### src/rtl/matrix_mult_ctrl_pkg.sv
`default_nettype none
// +--------------------------------------------------------------------------+
// | Module   : matrix_mult_pkg                                               |
// | Purpose  : Shared types and constants for the matrix_mult controller and |
// |            the code that drives or checks it.                            |
// |            - mm_ctrl_state_e : controller phase encoding                 |
// |            - c_*_DEFAULT     : default N / WIDTH / PIPE_STAGES           |
// |            - mm_latency()    : operand hold time before C is valid       |
// | Revision : 1.0  initial release                                          |
// +--------------------------------------------------------------------------+
package matrix_mult_pkg;

   localparam int c_N_DEFAULT           = 4;
   localparam int c_WIDTH_DEFAULT       = 16;
   localparam int c_PIPE_STAGES_DEFAULT = 2;

   typedef enum logic [1:0] {
      LOAD_A  = 2'd0,
      LOAD_B  = 2'd1,
      COMPUTE = 2'd2,
      DRAIN   = 2'd3
   } mm_ctrl_state_e;

   // Datapath settle time: multiplier pipeline, N-term accumulation, output register.
   function automatic int mm_latency(input int n, input int pipe);
      return pipe + n + 1;
   endfunction

endpackage : matrix_mult_pkg
`default_nettype wire

### src/rtl/matrix_mult_ctrl_if.sv
`default_nettype none
// +--------------------------------------------------------------------------+
// | Module   : matrix_mult_ctrl_if                                           |
// | Purpose  : Row-streaming interface of the matrix_mult controller.        |
// |            Input stream  : in_valid, in_ready, in_data  (A then B rows)  |
// |            Output stream : out_valid, out_ready, out_data, out_last (C)  |
// |            master = streaming fabric side, slave = controller side.      |
// | Revision : 1.0  initial release                                          |
// +--------------------------------------------------------------------------+
interface matrix_mult_ctrl_if
   import matrix_mult_pkg::*;
#(
   parameter int N     = c_N_DEFAULT,
   parameter int WIDTH = c_WIDTH_DEFAULT
) ();

   logic                     in_valid;
   logic                     in_ready;
   logic [N*WIDTH-1:0]       in_data;
   logic                     out_valid;
   logic                     out_ready;
   logic [N*2*WIDTH-1:0]     out_data;
   logic                     out_last;

   modport master (
      output in_valid, in_data, out_ready,
      input  in_ready, out_valid, out_data, out_last
   );

   modport slave (
      input  in_valid, in_data, out_ready,
      output in_ready, out_valid, out_data, out_last
   );

endinterface : matrix_mult_ctrl_if
`default_nettype wire

### src/rtl/matrix_mult_ctrl.sv
`default_nettype none
// +--------------------------------------------------------------------------+
// | Module   : matrix_mult_ctrl                                              |
// | Purpose  : Streaming sequencer for one N x N matrix_mult datapath.       |
// |            Loads A then B one row per beat, holds them on mm_a / mm_b,   |
// |            waits COMPUTE_CYCLES, then streams C out one row per beat.    |
// | Ports    : clk    - clock, rising edge                                   |
// |            rst_n  - synchronous active-low reset                         |
// |            bus    - row stream interface (slave modport)                 |
// |            busy   - high in LOAD_B, COMPUTE and DRAIN                    |
// |            mm_a   - A operand to datapath  [row][col]                    |
// |            mm_b   - B operand to datapath  [row][col]                    |
// |            mm_c   - C result from datapath [row][col]                    |
// | Revision : 1.0  initial release                                          |
// +--------------------------------------------------------------------------+
module matrix_mult_ctrl
   import matrix_mult_pkg::*;
#(
   parameter int N              = c_N_DEFAULT,
   parameter int WIDTH          = c_WIDTH_DEFAULT,
   parameter int PIPE_STAGES    = c_PIPE_STAGES_DEFAULT,
   parameter int COMPUTE_CYCLES = mm_latency(N, PIPE_STAGES)
) (
   input  wire logic                                   clk,
   input  wire logic                                   rst_n,
   matrix_mult_ctrl_if.slave                           bus,
   output      logic                                   busy,
   output      logic [N-1:0][N-1:0][WIDTH-1:0]         mm_a,
   output      logic [N-1:0][N-1:0][WIDTH-1:0]         mm_b,
   input  wire logic [N-1:0][N-1:0][2*WIDTH-1:0]       mm_c
);

   localparam int c_ROW_W  = $clog2(N);
   localparam int c_WAIT_W = (COMPUTE_CYCLES > 1) ? $clog2(COMPUTE_CYCLES) : 1;

   localparam logic [c_ROW_W-1:0]  c_ROW_LAST  = c_ROW_W'(N - 1);
   localparam logic [c_WAIT_W-1:0] c_WAIT_INIT = c_WAIT_W'(COMPUTE_CYCLES - 1);

   localparam logic [1:0] c_ST_LOAD_A  = LOAD_A;
   localparam logic [1:0] c_ST_LOAD_B  = LOAD_B;
   localparam logic [1:0] c_ST_COMPUTE = COMPUTE;
   localparam logic [1:0] c_ST_DRAIN   = DRAIN;

   logic [1:0]                       r_state;
   logic [c_ROW_W-1:0]               r_row;
   logic [c_WAIT_W-1:0]              r_wait;
   logic [N-1:0][N-1:0][WIDTH-1:0]   r_mm_a;
   logic [N-1:0][N-1:0][WIDTH-1:0]   r_mm_b;

   logic                             w_loading;
   logic                             w_in_ready;
   logic                             w_out_valid;
   logic                             w_in_hs;
   logic                             w_out_hs;
   logic                             w_row_last;

   // Ready is forced low while reset is asserted so nothing is accepted
   // before the state register has been initialised.
   assign w_loading   = (r_state == c_ST_LOAD_A) || (r_state == c_ST_LOAD_B);
   assign w_in_ready  = rst_n && w_loading;
   assign w_out_valid = (r_state == c_ST_DRAIN);
   assign w_in_hs     = bus.in_valid && w_in_ready;
   assign w_out_hs    = w_out_valid && bus.out_ready;
   assign w_row_last  = (r_row == c_ROW_LAST);

   assign bus.in_ready  = w_in_ready;
   assign bus.out_valid = w_out_valid;
   assign bus.out_last  = w_out_valid && w_row_last;
   // mm_c is stable throughout DRAIN because the operands are frozen.
   assign bus.out_data  = mm_c[r_row];
   assign busy          = (r_state != c_ST_LOAD_A);
   assign mm_a          = r_mm_a;
   assign mm_b          = r_mm_b;

   always_ff @(posedge clk) begin
      if (!rst_n) begin
         r_state <= c_ST_LOAD_A;
         r_row   <= '0;
         r_wait  <= '0;
         r_mm_a  <= '0;
         r_mm_b  <= '0;
      end else begin
         case (r_state)
            c_ST_LOAD_A: begin
               if (w_in_hs) begin
                  r_mm_a[r_row] <= bus.in_data;
                  if (w_row_last) begin
                     r_row   <= '0;
                     r_state <= c_ST_LOAD_B;
                  end else begin
                     r_row <= r_row + c_ROW_W'(1);
                  end
               end
            end

            c_ST_LOAD_B: begin
               if (w_in_hs) begin
                  r_mm_b[r_row] <= bus.in_data;
                  if (w_row_last) begin
                     r_row   <= '0;
                     r_wait  <= c_WAIT_INIT;
                     r_state <= c_ST_COMPUTE;
                  end else begin
                     r_row <= r_row + c_ROW_W'(1);
                  end
               end
            end

            c_ST_COMPUTE: begin
               if (r_wait == '0) begin
                  r_row   <= '0;
                  r_state <= c_ST_DRAIN;
               end else begin
                  r_wait <= r_wait - c_WAIT_W'(1);
               end
            end

            c_ST_DRAIN: begin
               if (w_out_hs) begin
                  if (w_row_last) begin
                     r_row   <= '0;
                     r_state <= c_ST_LOAD_A;
                  end else begin
                     r_row <= r_row + c_ROW_W'(1);
                  end
               end
            end

            default: begin
               r_row   <= '0;
               r_state <= c_ST_LOAD_A;
            end
         endcase
      end
   end

endmodule : matrix_mult_ctrl
`default_nettype wire

### src/flat_wrapper.sv
// flat-port wrapper written by rule: the top's interface ports become plain ports
module matrix_mult_ctrl_flat import matrix_mult_pkg::*;
#(
   parameter int N              = c_N_DEFAULT,
   parameter int WIDTH          = c_WIDTH_DEFAULT,
   parameter int PIPE_STAGES    = c_PIPE_STAGES_DEFAULT,
   parameter int COMPUTE_CYCLES = mm_latency(N, PIPE_STAGES)
)
  (clk, rst_n, busy, mm_a, mm_b, mm_c, bus_in_valid, bus_in_data, bus_out_ready, bus_in_ready, bus_out_valid, bus_out_data, bus_out_last);
  matrix_mult_ctrl_if #(.N(N), .WIDTH(WIDTH)) bus_i ();
  input  wire logic clk;
  input  wire logic rst_n;
  output      logic busy;
  output      logic [N-1:0][N-1:0][WIDTH-1:0] mm_a;
  output      logic [N-1:0][N-1:0][WIDTH-1:0] mm_b;
  input  wire logic [N-1:0][N-1:0][2*WIDTH-1:0] mm_c;
  input wire logic [$bits(bus_i.in_valid)-1:0] bus_in_valid;
  input wire logic [$bits(bus_i.in_data)-1:0] bus_in_data;
  input wire logic [$bits(bus_i.out_ready)-1:0] bus_out_ready;
  output wire logic [$bits(bus_i.in_ready)-1:0] bus_in_ready;
  output wire logic [$bits(bus_i.out_valid)-1:0] bus_out_valid;
  output wire logic [$bits(bus_i.out_data)-1:0] bus_out_data;
  output wire logic [$bits(bus_i.out_last)-1:0] bus_out_last;
  assign bus_i.in_valid = bus_in_valid;
  assign bus_i.in_data = bus_in_data;
  assign bus_i.out_ready = bus_out_ready;
  assign bus_in_ready = bus_i.in_ready;
  assign bus_out_valid = bus_i.out_valid;
  assign bus_out_data = bus_i.out_data;
  assign bus_out_last = bus_i.out_last;
  matrix_mult_ctrl #(.N(N), .WIDTH(WIDTH), .PIPE_STAGES(PIPE_STAGES), .COMPUTE_CYCLES(COMPUTE_CYCLES)) u_core (.clk(clk), .rst_n(rst_n), .bus(bus_i), .busy(busy), .mm_a(mm_a), .mm_b(mm_b), .mm_c(mm_c));
endmodule
### config.mk
export PLATFORM = sky130hd
export DESIGN_NAME = matrix_mult_ctrl_flat
export DESIGN_NICKNAME = d
export VERILOG_FILES = /design/src/rtl/matrix_mult_ctrl_pkg.sv /design/src/rtl/matrix_mult_ctrl_if.sv /design/src/rtl/matrix_mult_ctrl.sv /design/src/flat_wrapper.sv
export SDC_FILE = /design/constraint.sdc
export NUM_CORES = 1
export LEC_CHECK = 0
export ABC_AREA = 1
export CORE_AREA = 4 4 478 480
export CTS_CLUSTER_SIZE = 24
export DETAILED_ROUTE_END_ITERATION = 7
export DIE_AREA = 0 0 482 484
export PLACE_DENSITY = 0.32
export SLEW_MARGIN = 20
export SYNTH_ARGS = -nofsm -noshare
export SYNTH_HDL_FRONTEND = slang
export SYNTH_SLANG_ARGS = --single-unit
### constraint.sdc
create_clock -name clk -period 2.8 [get_ports clk]
set_clock_uncertainty 0.2 [all_clocks]
set_input_delay 0.42 -clock clk [delete_from_list [all_inputs] [get_ports clk]]
set_output_delay 0.42 -clock clk [all_outputs]
set_load 0.02 [all_outputs]
==> flow_summary.yaml, run 1 <==
yosys:
  yosysWarnings: 0
  synth_top_area_share_pct: 46.21
  synth-edff-count: 0
  yosysSeqAreaShare_pct: 46.21
  yosysUniqueCellTypes: 19
  synthArstFlopShare_pct: 0
  synth_cells: 3150
  yosys.area.top_type: "dfxtp_1"
  synth_fp_nets: 3740
  avgSynthCellArea_sq_um: 7.138
  synth_top_flop_cell: "dfxtp_1"
  synth_commonest_cells: "543 x nand2_1, 519 x dfxtp_1, 519 x nand3_1"
  synth.area.top_cells: "dfxtp_1 46%, nand3_1 12%, a21oi_1 12%, nand2_1 9.1%, o21ai_0 5.7%"
  ys_ff_latch: 519
  post-synth-top-count-cell: "nand2_1"
  synth_area_sq_mm: 0.02249
route:
  drtIter0Drc: 1912
  route.detailed.drc: 0
  vias: 29030
  antenna_left: 0
  route.detailed.vias_per_inst: 3.922
  first_pass_iters: 5
  wl_per_cell_um: 33.10
  routed_wl_um: 245000
setup_path:
  critPathArrivalTime_ns: 2.19
  end_kind: "primary output"
  path_class: "reg2out"
  rrSetupSlack_ns: 0.27
  start_kind: "register"
  cpMaxStageDelayCell: "dfxtp_4"
  crit_required_ns: 2.18
  critPathMaxStageDelay_ns: 0.48
  critical_path.top_delay_family: "buffers and inverters"
  cp_num_buf_inv: 4
  path_cells: "buf_12, buf_16, o21ai_0, o22ai_1, buf_4, buf_6"
  path_max_fanout: 17
grt:
  use_met3_pct: 10.77
  grt_max_degree: 129
  busiest_layer: "met2"
  track_usage_pct: 19.98
  grt.overflow.total: 0
  met2_usage_pct: 33.17
  grt_pass1_wl_um: 308600
  first_global_vias: 28380
  antenna_found_initial: 187
  gr-usage-met1_pct: 20.82
sta:
  layout_setup_ws_ns: -0.006460
  rsz0062_at_grt: "true"
  drv_slew: 0
  hold_viol_final: 0
  worst_slew_pin_slew_ns: 0.8160
  min_period_ns: 2.806
  fin_crit_sh_pct: 100.2
  setup_viol: 1
  max-slew-margin-rel_pct: 45.60
  whs_ns: 0.1334
  max_freq_mhz: 356.3
floorplan:
  ios: 1224
  dieWidth_um: 482
  rows: 174
  die-area_sq_mm: 0.2333
  core_area_sq_mm: 0.2242
  die_height_um: 484
  initial_core_util_pct: 10.03
finish:
  postLayoutCoreUtil_pct: 19.14
  fin_area_sq_mm: 0.04291
  ff_latch_area_sq_mm: 0.01040
  fin_nets: 4896
  nFillCells: 25320
  layout-drive-gt1-share_pct: 13.20
  multi_input_area_sq_mm: 0.01101
  area_growth_pct: 90.84
clock_network:
  cts_buffers: 73
  cts_htree_levels: 3
  cts_root_buffer: "clkbuf_16"
  cts_hold_buffers: 0
  cts_buffer_depth: 3
  cts.sinks: 519
  worstSkewPairLatency_ns: 0.65
  path_clk_slew_ns: 0.05
  cts_tree: "done"
placed_design:
  place_congestion: 0.9632
  dpl.hpwl_um: 190700
  io_buffer_count: 1223
  dpl_cell_area_sq_mm: 0.03919
status:
  status: "finished, violations left"
  violations: "setup timing"
run:
  maxCapViolCount: 0
power:
  powerDensity_mw_per_mm2: 712.4
  p_leak_uw: 0.01415
  ir_worst_vdd_mv: 0.4003
worst_hold_path:
  hp-class: "in2reg"
## final timing paths
check	end	startpoint	cells past startpoint
max	bus_out_data[97]	u_core.r_row[0]	6
min	u_core.mm_a[61]	bus_in_data[61]	3
max reg2reg	u_core.mm_a[91]	u_core.r_row[1]	7
min reg2reg	u_core.mm_b[178]	u_core.mm_b[178]	2
## report_power, final
part / leakage, uW / switching (uW) / internal (uW)
clock: 0.00118 / 3900 / 5630
sequential: 0.00419 / 178 / 7660
combinational: 0.00879 / 8170 / 5030
## registers in the layout (all words and copies together) (netlist names)
signal / count
u_core.mm_a: 256
u_core.mm_b: 256
u_core.r_row: 2
u_core.r_state: 2
u_core.r_wait: 3
## metal layers
layer	share of wire (%)	routed length, um
met1	36	88050
met2	47	116100
met3	12	29440
met4	4.4	10870
met5	0.26	625
## cell families (layout without fill, tap and decap cells)
| kind of cell | after synthesis | after routing | share of synthesized area (%) |
|---|---|---|---|
| and+or+nand+nor | 1334 | 1334 | 25.26 |
| AOI/OAI and AO/OA | 904 | 904 | 20.83 |
| DFF | 519 | 519 | 46.21 |
| buffers and inverters | 383 | 1588 | 7.139 |
| adders and majority gates | 10 | 10 | 0.5565 |
| other | 0 | 56 | 0 |
## final cells by class
class / instances / area share [%]
tap: 2992 / 8.724
clock inverter: 18 / 0.5278
clock buffer: 106 / 5.038
inverter: 17 / 0.2333
sequential: 519 / 24.23
timing repair buffer: 1446 / 35.24
antenna: 56 / 0.3266
multi-input combinational: 2248 / 25.66
timing repair inverter: 1 / 0.02041
## stage by stage
stage          setup slack (ns)  power [uW]  cells   TNS (ns)
2_1_floorplan            0.2721       12770   3150          0
3_3_place_gp            -0.1418       20050   7162    -0.1941
3_5_place_dp            -0.1364       19990   7162    -0.1367
4_1_cts                 -0.1180       30440   7323     -1.777
5_1_grt                -0.09394       31870   7382    -0.9721
6_report              -0.006460       30570   7403  -0.006460
## worst register-to-register path: stages, from the launching register on
cell	delay, ns
dfxtp_4	0.36
buf_12	0.15
inv_12	0.09
buf_4	0.17
ha_4	0.35
buf_4	0.74
nand3_1	0.24
a21oi_1	0.18
## layout by cell type (no fill, tap or decap), types with 13 or more instances in the layout
| cell | synthesis | routed |
|---|---|---|
| o21ai_0 | 258 | 164 |
| clkdlybuf4s50_1 | 0 | 1087 |
| clkbuf_8 | 0 | 19 |
| o22ai_2 | 0 | 26 |
| inv_1 | 16 | 14 |
| nand3_1 | 519 | 519 |
| nor2_2 | 1 | 22 |
| clkbuf_16 | 0 | 81 |
| diode_2 | 0 | 56 |
| dfxtp_1 | 519 | 517 |
| buf_4 | 7 | 177 |
| nor2_1 | 267 | 241 |
| a21oi_1 | 518 | 518 |
| o21ai_2 | 0 | 26 |
| o21ai_1 | 0 | 65 |
| buf_12 | 0 | 80 |
| buf_6 | 0 | 31 |
| buf_2 | 49 | 40 |
| nand2_1 | 543 | 535 |
| clkbuf_1 | 240 | 13 |
| buf_16 | 0 | 15 |
| o22ai_1 | 128 | 100 |
## timing repair
| action | CTS | global route |
|---|---|---|
| gates resized for setup | 590 | 127 |
| endpoints found under the setup margin | 127 | 64 |
| setup buffers | 26 | 19 |
| pin swaps | 8 | 23 |
| cloned | 11 | 7 |
(Power assumes the default switching activity.)
==> inputs of run 2 (changes only) <==
--- a/config.mk
+++ b/config.mk
@@ -10,7 +10,7 @@
 export CTS_CLUSTER_SIZE = 24
 export DETAILED_ROUTE_END_ITERATION = 7
 export DIE_AREA = 0 0 482 484
-export PLACE_DENSITY = 0.32
+export HOLD_SLACK_MARGIN = 0.03
 export SLEW_MARGIN = 20
 export SYNTH_ARGS = -nofsm -noshare
 export SYNTH_HDL_FRONTEND = slang
==> run 2 against run 1 <==
Compared with the run above:
- the flow still finishes with violations (setup timing)
- register-to-register slack got worse by 0.06 ns
- clock power increased by 1%
- sequential power about the same
- fmax decreased by 2.3%
- worst setup slack got worse by 0.065 ns
- critical path depth unchanged
- first-iteration DRC count increased by 51%
- global-route usage increased by 0.32 points
- clock-buffer cell count decreased by 14
- non-clock buffer count increased by 30
- sequential share of layout area decreased by 0.66 points
- critical endpoint is now bus_out_data[93]
- largest power group unchanged
==> flow_summary.yaml, run 2 (synthesized netlist as in run 1, its figures left out) <==
status:
  status: "finished, violations left"
  violations: "setup timing"
route:
  route.detailed.vias_per_inst: 4.095
  vias: 30520
  wl_per_cell_um: 33.71
  routed_wl_um: 251300
  route.detailed.drc: 0
  drtIter0Drc: 2890
  first_pass_iters: 6
  antenna_left: 0
grt:
  grt_pass1_wl_um: 309900
  grt.overflow.total: 0
  antenna_found_initial: 207
  grt_max_degree: 176
  first_global_vias: 28550
  track_usage_pct: 20.29
finish:
  postLayoutCoreUtil_pct: 19.67
  layout-drive-gt1-share_pct: 16.01
  final_cell_mix: "1081 x clkdlybuf4s50_1, 535 x nand2_1, 519 x nand3_1"
  nFillCells: 24930
  ff_latch_area_sq_mm: 0.01040
  fin_nets: 4922
  area_growth_pct: 96.19
  multi_input_area_sq_mm: 0.01158
  layout_commonest_cell: "clkdlybuf4s50_1"
floorplan:
  initial_core_util_pct: 10.03
  core_area_sq_mm: 0.2242
  die-area_sq_mm: 0.2333
  rows: 174
  ios: 1224
  die_height_um: 484
  dieWidth_um: 482
sta:
  max_freq_mhz: 348.2
  setup_viol: 14
  min_period_ns: 2.872
  hold_viol_final: 0
  rsz0062_at_grt: "true"
  worst_slew_pin_slew_ns: 0.8957
  fin_crit_sh_pct: 102.6
  drv_slew: 0
  whs_ns: 0.1196
  layout_setup_ws_ns: -0.07195
  max-slew-margin-rel_pct: 40.28
power:
  switching_power_uw: 13240
  p_leak_uw: 0.01452
  powerDensity_mw_per_mm2: 733.6
  combPwrFrac_pct: 45.9
  power_frac_clock_pct: 29.9
  sw_frac_of_total_pct: 40.92
  ir_worst_vdd_mv: 0.4171
  pwr-share-seq_pct: 24.2
  internal_power_uw: 19120
  total_power_uw: 32360
clock_network:
  worstSkewPairLatency_ns: 0.65
  cts_root_buffer: "clkbuf_16"
  path_clk_slew_ns: 0.06
  cts_htree_levels: 3
  cts_tree: "done"
  cts_buffers: 68
  cts_buffer_depth: 3
  cts.sinks: 519
  cts_hold_buffers: 0
setup_path:
  critPathArrivalTime_ns: 2.25
  cp_num_buf_inv: 4
  start_kind: "register"
  end_kind: "primary output"
  path_class: "reg2out"
  cpMaxStageDelayCell: "dfxtp_4"
  startpoint: "u_core.r_row[0]"
  cp_common_cell: "buf_12"
  reg2reg_from: "u_core.r_row[0]"
  critPathMaxStageDelay_ns: 0.37
  path_cells: "buf_6, buf_16, buf_12, o21ai_2, o22ai_4, buf_12"
  crit_required_ns: 2.18
  path_max_fanout: 19
  critical_path.top_delay_family: "buffers and inverters"
placed_design:
  dpl.hpwl_um: 195600
  io_buffer_count: 1223
  place_congestion: 1.021
worst_hold_path:
  min_from: "bus_in_data[57]"
  hp-class: "in2reg"
run:
  maxCapViolCount: 0
-- run 2: layout make-up --
| type | instances | area share, % |
|---|---|---|
| clock buffers | 92 | 4.473 |
| inverters | 17 | 0.2383 |
| diodes | 76 | 0.4311 |
| flip-flops and latches | 519 | 23.57 |
| repair inverters | 2 | 0.04538 |
| repair buffers | 1476 | 35.39 |
| clock inverters | 31 | 1.126 |
| multi-input cells | 2248 | 26.24 |
| well taps | 2992 | 8.486 |
-- run 2: what timing repair did --
action | in CTS | in global routing
pin swaps | 23 | 29
gates cloned | 20 | 7
endpoints found under the setup margin | 130 | 95
buffers inserted | 31 | 17
resized for setup | 676 | 206
-- run 2: path summary, 6_finish.rpt --
| check | endpoint | slack [ns] | cells past startpoint |
|---|---|---|---|
| hold reg to reg | u_core.mm_b[233] | 0.26 | 2 |
| setup reg to reg | u_core.mm_b[209] | 0.21 | 8 |
| setup / recovery | bus_out_data[93] | -0.07 | 6 |
| hold / removal | u_core.mm_b[185] | 0.12 | 3 |
-- run 2: power by group through the flow --
| stage | Sequential, uW | Clock (uW) | Combinational (uW) |
|---|---|---|---|
| after global placement | 7970 | 0 | 12600 |
| after detailed placement | 7980 | 0 | 12600 |
| final | 7830 | 9680 | 14900 |
| after global routing | 7850 | 10200 | 15300 |
| after floorplan | 8240 | 0 | 4530 |
| after CTS | 7820 | 9980 | 14000 |
-- run 2: metal layers --
metal | share of wire [%] | global-route usage, % | wire [um]
met1 | 36 | 22.41 | 90610
met2 | 43 | 30.70 | 107900
met3 | 16 | 12.80 | 39190
met4 | 5.0 | 8.906 | 12540
met5 | 0.40 | 0 | 1005
-- run 2: metrics by stage --
| step | setup TNS, ns | setup slack (ns) | cells | area [sq um] |
|---|---|---|---|---|
| 2_1_floorplan | 0 | 0.2721 | 3150 | 22490 |
| 3_3_place_gp | -0.2598 | -0.1549 | 7189 | 39380 |
| 3_5_place_dp | -0.2951 | -0.1566 | 7189 | 39380 |
| 4_1_cts | -3.144 | -0.1483 | 7360 | 43120 |
| 5_1_grt | -3.107 | -0.1543 | 7401 | 43980 |
| 6_report | -0.4081 | -0.07195 | 7453 | 44110 |
-- run 2: tightest hold or removal path, cell delays in order --
cell and delay, ns:
buf_2 0.30, nand3_1 0.18, a21oi_1 0.06
